==> src/rtl/rst_seq_pkg.sv <==
// Shared types and constants for the reset/clock bring-up sequencer.
`timescale 1ns / 1ps

package rst_seq_pkg;

  // Sequencer states, in bring-up order.
  typedef enum logic [1:0] {
    S_PLL_RST   = 2'd0,
    S_WAIT_LOCK = 2'd1,
    S_STABLE    = 2'd2,
    S_RUN       = 2'd3
  } state_e;

  // The button is active-low, so it resets to the released level (1).
  // Lock resets to 0 so nothing can run until the PLL really locks.
  localparam logic BtnRstVal  = 1'b1;
  localparam logic LockRstVal = 1'b0;

  // Sizes the shared sequencer counter from its three possible limits.
  function automatic int unsigned max3(input int unsigned a, input int unsigned b,
                                       input int unsigned c);
    int unsigned m;
    m = (a > b) ? a : b;
    return (m > c) ? m : c;
  endfunction

endpackage

==> src/rtl/sync_debounce.sv <==
// Two-flop synchronizer followed by an optional debounce filter.
// With Cycles == 1 the output is the plain synchronized level, adding no latency.
// With Cycles > 1 the output only takes a new level once the synchronized input
// has disagreed with it for Cycles consecutive clocks.
`timescale 1ns / 1ps

module sync_debounce #(
  parameter int unsigned Cycles   = 1,
  parameter logic        ResetVal = 1'b0
) (
  input  logic clk_i,
  input  logic rst_ni,
  input  logic d_i,
  output logic q_o
);

  logic sync1_q, sync2_q;

  // Metastability chain for the asynchronous input.
  always_ff @(posedge clk_i or negedge rst_ni) begin
    if (!rst_ni) begin
      sync1_q <= ResetVal;
      sync2_q <= ResetVal;
    end else begin
      sync1_q <= d_i;
      sync2_q <= sync1_q;
    end
  end

  if (Cycles <= 1) begin : g_plain
    assign q_o = sync2_q;
  end else begin : g_debounce
    localparam int unsigned    CntW    = $clog2(Cycles);
    localparam logic [CntW-1:0] CntLast = CntW'(Cycles - 1);

    logic [CntW-1:0] cnt_q, cnt_d;
    logic            level_q, level_d;

    // Count consecutive disagreeing cycles; any agreement restarts the count.
    always_comb begin
      level_d = level_q;
      cnt_d   = '0;
      if (sync2_q != level_q) begin
        if (cnt_q == CntLast) begin
          level_d = sync2_q;
        end else begin
          cnt_d = cnt_q + 1'b1;
        end
      end
    end

    // Debounced level and its qualification counter.
    always_ff @(posedge clk_i or negedge rst_ni) begin
      if (!rst_ni) begin
        level_q <= ResetVal;
        cnt_q   <= '0;
      end else begin
        level_q <= level_d;
        cnt_q   <= cnt_d;
      end
    end

    assign q_o = level_q;
  end

endmodule

==> src/rtl/rst_seq.sv <==
// Reset and clock bring-up sequencer.
// Pulses the PLL reset, waits for lock, requires lock to stay up for LockDelay
// cycles, then releases a registered downstream reset. A debounced button press
// restarts the whole sequence from the PLL reset.
// Optional: define RST_SEQ_LOCK_TIMEOUT_EN to retry the PLL reset when lock does
// not arrive within LockTimeout cycles (sticky timeout_o); otherwise timeout_o is 0.
`timescale 1ns / 1ps

module rst_seq
  import rst_seq_pkg::*;
#(
  parameter int unsigned PllRstCycles   = 16,
  parameter int unsigned LockDelay      = 1024,
  parameter int unsigned DebounceCycles = 120000,
  parameter int unsigned LockTimeout    = 100000
) (
  input  logic clk_i,
  input  logic rst_ni,
  input  logic pll_lock_i,
  input  logic btn_ni,
  output logic pll_resetb_o,
  output logic rst_no,
  output logic ready_o,
  output logic lock_lost_o,
  output logic timeout_o
);

  localparam int unsigned     CntMax     = max3(PllRstCycles, LockDelay, LockTimeout);
  localparam int unsigned     CntW       = $clog2(CntMax + 1);
  localparam logic [CntW-1:0] PllLast    = CntW'(PllRstCycles - 1);
  localparam logic [CntW-1:0] StableLast = CntW'(LockDelay - 1);
`ifdef RST_SEQ_LOCK_TIMEOUT_EN
  localparam logic [CntW-1:0] TimeoutLast = CntW'(LockTimeout - 1);
`endif

  logic lock_sync;
  logic btn_level;

  state_e          state_q, state_d;
  logic [CntW-1:0] cnt_q, cnt_d, cnt_inc;
  logic            pll_resetb_q, pll_resetb_d;
  logic            rst_n_q, ready_q, run_d;
  logic            lock_lost_q, lock_lost_d;
  logic            timeout_q, timeout_d;

  sync_debounce #(
    .Cycles  (1),
    .ResetVal(LockRstVal)
  ) u_lock_sync (
    .clk_i (clk_i),
    .rst_ni(rst_ni),
    .d_i   (pll_lock_i),
    .q_o   (lock_sync)
  );

  sync_debounce #(
    .Cycles  (DebounceCycles),
    .ResetVal(BtnRstVal)
  ) u_btn_sync (
    .clk_i (clk_i),
    .rst_ni(rst_ni),
    .d_i   (btn_ni),
    .q_o   (btn_level)
  );

  // Shared counter saturates instead of wrapping.
  assign cnt_inc = (cnt_q == {CntW{1'b1}}) ? cnt_q : cnt_q + 1'b1;

  // Next state, counter, sticky flags and registered output decodes.
  always_comb begin
    state_d     = state_q;
    cnt_d       = cnt_inc;
    lock_lost_d = lock_lost_q;
    timeout_d   = timeout_q;

    unique case (state_q)
      S_PLL_RST: begin
        if (cnt_q == PllLast) state_d = S_WAIT_LOCK;
      end
      S_WAIT_LOCK: begin
        if (lock_sync) begin
          state_d = S_STABLE;
        end
`ifdef RST_SEQ_LOCK_TIMEOUT_EN
        else if (cnt_q == TimeoutLast) begin
          timeout_d = 1'b1;
          state_d   = S_PLL_RST;
        end
`endif
      end
      S_STABLE: begin
        if (!lock_sync) begin
          state_d = S_WAIT_LOCK;
        end else if (cnt_q == StableLast) begin
          state_d = S_RUN;
        end
      end
      S_RUN: begin
        if (!lock_sync) begin
          lock_lost_d = 1'b1;
          state_d     = S_WAIT_LOCK;
        end
      end
      default: state_d = S_PLL_RST;
    endcase

    if (state_d != state_q) cnt_d = '0;

    // A debounced press overrides everything and pins the counter at 0.
    if (!btn_level) begin
      state_d     = S_PLL_RST;
      cnt_d       = '0;
      lock_lost_d = 1'b0;
      timeout_d   = 1'b0;
    end

    // Outputs are decoded from the next state so they switch with the state flops.
    pll_resetb_d = (state_d != S_PLL_RST);
    run_d        = (state_d == S_RUN);
  end

  // Sequencer state and glitch-free registered outputs.
  always_ff @(posedge clk_i or negedge rst_ni) begin
    if (!rst_ni) begin
      state_q      <= S_PLL_RST;
      cnt_q        <= '0;
      pll_resetb_q <= 1'b0;
      rst_n_q      <= 1'b0;
      ready_q      <= 1'b0;
      lock_lost_q  <= 1'b0;
      timeout_q    <= 1'b0;
    end else begin
      state_q      <= state_d;
      cnt_q        <= cnt_d;
      pll_resetb_q <= pll_resetb_d;
      rst_n_q      <= run_d;
      ready_q      <= run_d;
      lock_lost_q  <= lock_lost_d;
      timeout_q    <= timeout_d;
    end
  end

  assign pll_resetb_o = pll_resetb_q;
  assign rst_no       = rst_n_q;
  assign ready_o      = ready_q;
  assign lock_lost_o  = lock_lost_q;
`ifdef RST_SEQ_LOCK_TIMEOUT_EN
  assign timeout_o    = timeout_q;
`else
  assign timeout_o    = 1'b0;
`endif

endmodule

==> config.mk <==
export PLATFORM = sky130hd
export DESIGN_NAME = rst_seq
export DESIGN_NICKNAME = d
export VERILOG_FILES = /design/src/rtl/rst_seq_pkg.sv /design/src/rtl/sync_debounce.sv /design/src/rtl/rst_seq.sv
export SDC_FILE = /design/constraint.sdc
export NUM_CORES = 1
export LEC_CHECK = 0
export ABC_AREA = 1
export CAP_MARGIN = 5
export CORE_MARGIN = 4
export CORE_UTILIZATION = 30
export DETAILED_ROUTE_END_ITERATION = 10
export GPL_TIMING_DRIVEN = 0
export SLEW_MARGIN = 20
export SYNTH_ARGS = -nofsm -noshare
export SYNTH_HDL_FRONTEND = slang
export SYNTH_SLANG_ARGS = --single-unit
export TNS_END_PERCENT = 10
==> constraint.sdc <==
create_clock -name clk_i -period 3.66 [get_ports clk_i]
set_input_delay 1.098 -clock clk_i [delete_from_list [all_inputs] [get_ports clk_i]]
set_output_delay 1.098 -clock clk_i [all_outputs]
set_load 0.01 [all_outputs]
; ---- After elaboration in Yosys (flattened, before gate mapping)
; Cells that the tools add are included.
[totals]
mem_bits_ro = 0
mem_bits_rw = 0
latchBits = 0
regBits = 44
in_bits = 4
memories = 0
wordCells = 45
output_inout_bits = 5
[classes]
n_lt_le_gt_ge = 0
eq_ne = 13
n_addsub = 2
mul = 0
div = 0
muxes = 15
bitwise_logic = 0
reduce_logical = 4
shift = 0
[ops]
columns = cell, n
row1 = $mux W17, 5
row2 = $add A17 B1 Y17 const B, 2
row3 = $eq A17 B17 Y1 const B, 2
row4 = $eq A17 B10 Y1 const B, 1
row5 = $eq A17 B4 Y1 const B, 1
row6 = $mux W2, 6
row7 = $pmux W2 S4, 1
row8 = $eq A2 B2 Y1 const B, 3
row9 = $ne A2 B2 Y1 const B, 2
row10 = $reduce_and A2 Y1, 2
row11 = $mux W1, 3
row12 = $ne A3 B3 Y1 const B, 1
row13 = $eq A2 B1 Y1 const B, 1
row14 = $logic_not A2 Y1, 1
row15 = $ne A2 B2 Y1, 1
row16 = $reduce_bool A2 Y1, 1
row17 = $ne A1 B1 Y1, 1

; ---- Depth between registers and ports, before layout
; Gate-level depths: netlist of the first run.
[logic_depth]
depth_word = 7
depth_mapped = 12
depth_no_buf = 11

; ---- Cells and area by module
; A second synthesis of the first run with hierarchy kept.
[unflattened]
cells_unflattened = 361
hier_area_um2 = 2666.3
[by_module_without_submodules]
columns = module, area_per_inst_um2, n_inst, cells_each
row1 = rst_seq, 1521.5, 1, 218
row2 = sync_debounce (u_btn_sync), 1094.8, 1, 141
row3 = sync_debounce (u_lock_sync), 50.0, 1, 2

; ---- Least setup slack after synthesis of the first run
; OpenSTA, ideal clock, no wires.
[synth_path]
path_type = flip-flop to flip-flop
from = reg cnt_q[0]
to = reg cnt_q[16]
path_slack_ps = 1608
arrival_time_ps = 1985
path_stages_with_launch = 13
setup_time_ps = 66
n_path_buf = 1
synth_period_minus_slack_ps = 2052
required_ps = 3594
cell_sequence = dfrtp_1 > ha_1 > nand2_1 > nor2_1 > and2_4 > nand3_1 > nor4_1 > ha_1 > nand2_1 > clkinv_1 > clkbuf_1 > nand4_1 > nand2_1
[synth_via]
elab_chain_len = 7
[synth_lines]
columns = element, line
row1 = "start, declared", rst_seq.sv:40  ; logic [CntW-1:0] cnt_q, cnt_d, cnt_inc;
row2 = "start signal, assigned", rst_seq.sv:134  ; cnt_q <= cnt_d;
row3 = $eq A17 B10 Y1, rst_seq.sv:94  ; end else if (cnt_q == StableLast) begin
row4 = $mux W2, rst_seq.sv:94
row5 = $mux W2, rst_seq.sv:92  ; if (!lock_sync) begin
row6 = $pmux W2 S4, rst_seq.sv:76  ; unique case (state_q)
row7 = $ne A2 B2 Y1, rst_seq.sv:107  ; if (state_d != state_q) cnt_d = '0;
row8 = $mux W17, rst_seq.sv:107
row9 = $mux W17, rst_seq.sv:110  ; if (!btn_level) begin
; Parallel ways exist; a longest one is shown, timed or not. The select of a mux whose other input is x is not followed.
; A chain may end at the register's enable or synchronous reset.

; ---- Worst setup path in the final report of the first run
[layout_path]
from = reg cnt_q[0]
to = reg cnt_q[11]
; Same word-level chain as after synthesis.

==> reports/results.ini, run 1 <==
[status]
status = finished, final reports clean

[detailed_routing]
vias = 2198
via_per_inst = 4.80
dr.pass1.iters = 4
route.detailed.drc = 0
wl_mm = 5.66
first_iter_violations = 161
ant_nets = 0
avgRoutedWirePerCell_um = 12.3

[yosys]
synth-main-ff-cell = dfrtp_1
netlist_instances = 337
yosysWarnings = 0
synth_most_common_cell = nand2_1
synthArstFlopShare = 1.00
yosys_register_bits = 44
synthesis.area_mm2 = 0.00254
synth_common_cells = nand2_1, nor2_1, dfrtp_1, nand4_1, inv_1
synth_nets = 344
yosysTopAreaCell = dfrtp_1
synthTopCellsByArea = dfrtp_1, nand2_1, nand4_1
synth_edf_count = 0
ys_seq_area_frac = 0.435
yosys.area.top_type_share = 0.404
synth_cell_types = 31
syn_avg_cell_area_um2 = 7.54

[cts]
path_clk_slew_ns = 0.09
numCtsBuffers = 5
postCtsSetupBuffers = 0
clockBufferDepth = 2
cts_sinks = 44
cts-root-buf = clkbuf_8
insertion_delay_ns = 0.30
cts_resized = 0
cts_tree = built
hold_buffers = 0
htreeDepth = 2

[timing]
finalSetupTns_ns = 0
whs_ns = 0.359
slew_viol_final = 0
setup_violations = 0
tightest_slew_ns = 0.675
setup_ws_ns = 0.957
relSlewSlack = 0.549
period_share = 0.738
grt_setup_unrepaired = false
skew_ns = 0.00771
clock.fmax_mhz = 370
hold_violations = 0
fin_crit_ns = 2.70

[floorplanning]
dieArea_mm2 = 0.0100
die_h_um = 100
fp.dieW_um = 100
io_pins = 9
rows = 33
coreArea_mm2 = 0.00822
initial_core_util = 0.309

[critical_path]
critPathBufInv = 2
critPathMaxStageDelay_ns = 0.42
cp-start-kind = register
critical_path_class = reg -> reg
crit_path_cell_trace = ha_1, nand2_1, nor2_1, and2_4, nand3_1, nor4_1, ha_1, nand2_1, clkinv_1, clkbuf_1, nand4_1, nand2_1
critPathRequiredTime_ns = 3.91
cp_max_fo = 10
cp_slowest_cell = dfrtp_1
rrSetupSlack_ns = 0.96
arrival_ns = 2.95
cp_top_family = simple AND/OR/NAND/NOR gates
crit_path_end_kind = register
cp_common_cell = nand2_1

[grt]
grt.overflow.total = 0
grt_use_total = 0.121
grt_max_degree = 33
grt_pass1_vias = 2101
grt_pass1_wl_mm = 9.87
antenna_found_initial = 0

[placed_design]
dp.final_hpwl_mm = 4.13
place_ws_ns = 1.03
gp_congestion = 0.931
port_buffers = 7

[final_layout]
layout.nets = 359
fillCellCount = 869
drive_gt1_frac = 0.102
area_delta_synth_final_pct = 13.0
num_antenna_cells = 0

[flow_run]
drv_cap = 0

[power_and_ir_drop]
total_leakage_power_nw = 1.31
ir_worst_vdd_uv = 138
power_density_mw_per_mm2 = 316

[worst_hold_path]
hp-class = reg -> reg

==> cell type report <==
class,instances,area [um2],share of cell area
Buffer,10,72.6,0.0253
Clock buffer,5,68.8,0.0240
Clock inverter,3,46.3,0.0161
Inverter,43,161,0.0562
Multi-Input combinational cell,240,1200,0.419
Sequential cell,44,1100,0.385
Tap cell,105,131,0.0457
Timing Repair Buffer,8,85.1,0.0296
==> logic make-up after synthesis <==
family          Yosys count  synth area share
other cells               1           0.00148
flops                    44             0.435
compound gates           13            0.0286
buf+inv                  53            0.0921
fa+ha+maj                 3            0.0148
xor+xnor                 13            0.0448
simple gates            210             0.384
==> final timing paths <==
kind                                                    start                      endpoint  cells after the start
min in group asynchronous                              rst_ni          cnt_q[6]$_DFFE_PN0P_                      1
worst min-delay path            u_lock_sync.sync1_q$_DFF_PN0_     u_lock_sync.q_o$_DFF_PN0_                      0
max in group asynchronous                              rst_ni  u_btn_sync.sync1_q$_DFF_PN1_                      2
worst min register to register  u_lock_sync.sync1_q$_DFF_PN0_     u_lock_sync.q_o$_DFF_PN0_                      0
worst max register to register           cnt_q[0]$_DFFE_PN0P_         cnt_q[11]$_DFFE_PN0P_                     12
worst max-delay path                     cnt_q[0]$_DFFE_PN0P_         cnt_q[11]$_DFFE_PN0P_                     12
==> placed cells by master, fill, tap and decap left out, types with 2 or more instances in the layout <==
master	n
nand2_1	75
nor2_1	54
nand4_1	41
dfrtp_1	41
inv_1	31
nor3_1	16
nand3_1	14
xor2_1	10
a21oi_1	9
inv_2	6
clkinv_1	6
clkdlybuf4s50_1	6
buf_2	5
clkbuf_8	5
xnor2_1	3
buf_6	3
ha_1	3
dfstp_2	3
nor2_2	2
o21bai_1	2
buf_4	2
==> routing by layer <==
metal | wire, um | vias up | GRT usage
met3 | 212 | 17 | 0.0243
met2 | 2520 | 44 | 0.187
met1 | 2780 | 1002 | 0.169
met5 | 0 | - | 0
met4 | 145 | 0 | 0.0425
li1 | - | 1135 | -
==> state kept, by name, indices dropped and copies added (netlist names) <==
name	flops
u_btn_sync.sync1_q	1
u_btn_sync.sync2_q	1
cnt_q	17
pll_resetb_o	1
ready_o	1
u_btn_sync.q_o	1
u_lock_sync.q_o	1
lock_lost_o	1
state_q	2
u_btn_sync.g_debounce.cnt_q	17
u_lock_sync.sync1_q	1
==> through the flow <==
step | cells | instance area [um2] | util | total power, mW
3_5_place_dp | 450 | 2760 | 0.336 | 0.532
3_3_place_gp | 449 | 2740 | 0.334 | 0.530
2_1_floorplan | 337 | 2540 | - | 0.514
4_1_cts | 458 | 2870 | 0.350 | 0.924
5_1_grt | 458 | 2870 | 0.350 | 0.953
6_report | 458 | 2870 | 0.350 | 0.907
==> where the power goes <==
part | internal, mW | switching [mW] | total (mW)
Combinational | 0.00895 | 0.0177 | 0.0266
Clock | 0.206 | 0.180 | 0.385
Sequential | 0.492 | 0.00324 | 0.495
==> worst register-to-register path, delay by kind of cell (launching register included) <==
family	cells	cell delay, ns
flops	1	0.42
simple gates	8	1.14
buf+inv	2	0.57
fa+ha+maj	2	0.52
(Power assumes the default switching activity.)
==> run 2: changes to the inputs <==
==> constraint.sdc (replaced) <==
create_clock -name clk_i -period 2.75 [get_ports clk_i]
set_input_delay 0.825 -clock clk_i [delete_from_list [all_inputs] [get_ports clk_i]]
set_output_delay 0.825 -clock clk_i [all_outputs]
set_load 0.01 [all_outputs]
==> run 2 against run 1 <==
Against the previous run:
- sequential share of layout area grew 0.050 points
- die area stayed put
- critical path depth is 1 lower
- final cell count down 0.22%
- highest routed layer unchanged
- largest power group unchanged
- first-iteration DRC count rose by 5.0%
==> reports/results.ini, run 2 (same netlist as run 1, synthesis figures left out) <==
[timing]
setup_violations = 0  ; unchanged
hold_violations = 0  ; unchanged
skew_ns = 0.00750  ; -0.000207 ns
tightest_slew_ns = 0.662  ; -0.0124 ns
clock.fmax_mhz = 391  ; +5.6%
fin_crit_ns = 2.56  ; -0.143 ns
period_share = 0.931  ; +0.192
relSlewSlack = 0.557  ; +0.00831
slew_viol_final = 0  ; unchanged
grt_setup_unrepaired = false

[final_layout]
drive_gt1_frac = 0.102  ; +0.000290
final_common_cell = nand2_1
final_cell_mix = nand2_1, nor2_1, nand4_1, dfrtp_1, inv_1
design_area_mm2 = 0.00287  ; -0.13%
layout.nets = 358  ; -0.28%
stdcell_count = 457  ; -0.22%
num_antenna_cells = 0  ; unchanged
largestRegisters = cnt_q (17), u_btn_sync.g_debounce.cnt_q (17), state_q (2)
area_delta_synth_final_pct = 12.9

[critical_path]
critical_path_class = reg -> reg
critPathRequiredTime_ns = 3.00  ; -0.91 ns
arrival_ns = 2.81  ; -0.14 ns
reg2reg_depth = 11  ; -1
r2r_start = cnt_q[0]$_DFFE_PN0P_
rrSetupSlack_ns = 0.19  ; -0.77 ns
crit_path_end_kind = register
cp_max_fo = 10  ; unchanged
r2r-end = cnt_q[0]$_DFFE_PN0P_
cp-start-kind = register

[detailed_routing]
wl_mm = 5.62  ; -0.57%
ant_nets = 0  ; unchanged
dr.pass1.iters = 4  ; unchanged
route.detailed.drc = 0  ; unchanged
via_per_inst = 4.81  ; +0.13%
vias = 2196  ; -0.091%
avgRoutedWirePerCell_um = 12.3  ; -0.35%
first_iter_violations = 169  ; +5.0%

[worst_hold_path]
worstHoldStart = u_lock_sync.sync1_q$_DFF_PN0_
hp-class = reg -> reg
holdPathStages = 0  ; unchanged
hold_path_end = u_lock_sync.q_o$_DFF_PN0_

[cts]
path_clk_slew_ns = 0.09  ; about the same
cts_sinks = 44  ; unchanged
cts-root-buf = clkbuf_8
cts_resized = 0  ; unchanged
hold_buffers = 0  ; unchanged
clockBufferDepth = 2  ; unchanged
numCtsBuffers = 5  ; unchanged
insertion_delay_ns = 0.30  ; about the same
htreeDepth = 2  ; unchanged
cts_tree = built
postCtsSetupBuffers = 0  ; unchanged

[placed_design]
gp_congestion = 0.931  ; unchanged
dpl_cell_area_mm2 = 0.00276  ; unchanged
dp.final_hpwl_mm = 4.13  ; unchanged
placed_cells = 450  ; unchanged
port_buffers = 7  ; unchanged

[floorplanning]
initial_core_util = 0.309  ; unchanged
rows = 33  ; unchanged
coreArea_mm2 = 0.00822  ; unchanged
die_h_um = 100  ; unchanged
dieArea_mm2 = 0.0100  ; unchanged
fp.dieW_um = 100  ; unchanged
io_pins = 9  ; unchanged

[grt]
antenna_found_initial = 0  ; unchanged
grt_pass1_wl_mm = 9.87  ; unchanged
grt_max_degree = 33  ; unchanged
grt_use_total = 0.121  ; unchanged
grt.overflow.total = 0  ; unchanged
grt_pass1_vias = 2101  ; unchanged

[flow_run]
drv_cap = 0  ; unchanged

[power_and_ir_drop]
total_leakage_power_nw = 1.31  ; about the same
power_mw = 1.21  ; +33%
ir_worst_vdd_uv = 185  ; +33%
power_density_mw_per_mm2 = 421  ; +33%

[status]
status = finished, final reports clean

==> run 2: cell types whose count changed in the layout (fill, tap and decap cells not counted) <==
cell      before  now
clkbuf_1       1    0
==> run 2: worst max-delay path by stage <==
stage	startpoint	endpoint	slack (ns)	cells past startpoint
floorplan	cnt_q[0]$_DFFE_PN0P_	cnt_q[16]$_DFFE_PN0P_	0.70	12
global route	cnt_q[0]$_DFFE_PN0P_	cnt_q[14]$_DFFE_PN0P_	0.04	11
global placement	rst_ni	u_lock_sync.sync1_q$_DFF_PN0_	-0.40	1
detailed placement	cnt_q[0]$_DFFE_PN0P_	cnt_q[11]$_DFFE_PN0P_	0.12	12
CTS	cnt_q[0]$_DFFE_PN0P_	cnt_q[11]$_DFFE_PN0P_	0.10	12
finish	cnt_q[0]$_DFFE_PN0P_	cnt_q[0]$_DFFE_PN0P_	0.19	11
==> run 2: report_power, final <==
group          leakage (nW)  internal, mW  switching (mW)
Sequential            0.597         0.654         0.00431
Clock                0.0548         0.274           0.239
Combinational         0.654        0.0119          0.0235
==> run 2: layout make-up <==
type / instances / area [um2]
fillers: 869 / 5350
multi-input cells: 240 / 1200
flip-flops and latches: 44 / 1100
inverters: 43 / 161
well taps: 105 / 131
repair buffers: 8 / 85.1
clock buffers: 5 / 68.8
plain buffers: 9 / 68.8
clock inverters: 3 / 46.3
==> run 2: per-stage QoR <==
stage / setup TNS [ns] / hold WS, ns / utilization / setup slack [ns]
after floorplan: 0 / 0.331 / - / 0.698
after global placement: -16.30 / 0.334 / 0.334 / -0.400
after detailed placement: 0 / 0.340 / 0.336 / 0.124
after CTS: 0 / 0.361 / 0.350 / 0.103
after global routing: 0 / 0.364 / 0.349 / 0.0364
final: 0 / 0.359 / 0.349 / 0.191
==> run 2: critical path, cell delays in order (launching register included) <==
cell and delay, ns:
dfrtp_1 0.44, ha_1 0.27, nand2_1 0.08, nor2_1 0.05, and2_4 0.18, nand3_1 0.10
nor4_1 0.08, ha_1 0.20, nor2_1 0.53, buf_2 0.36, nand4_1 0.12, nand2_1 0.09
==> run 2: per-layer routing <==
layer / global-route usage / up-vias / wire length, um / share of wire
met5: 0 / - / 0 / 0
met4: 0.0425 / 0 / 132 / 0.023
met3: 0.0243 / 15 / 225 / 0.040
met2: 0.187 / 43 / 2530 / 0.45
met1: 0.169 / 1008 / 2730 / 0.49
li1: - / 1130 / - / -
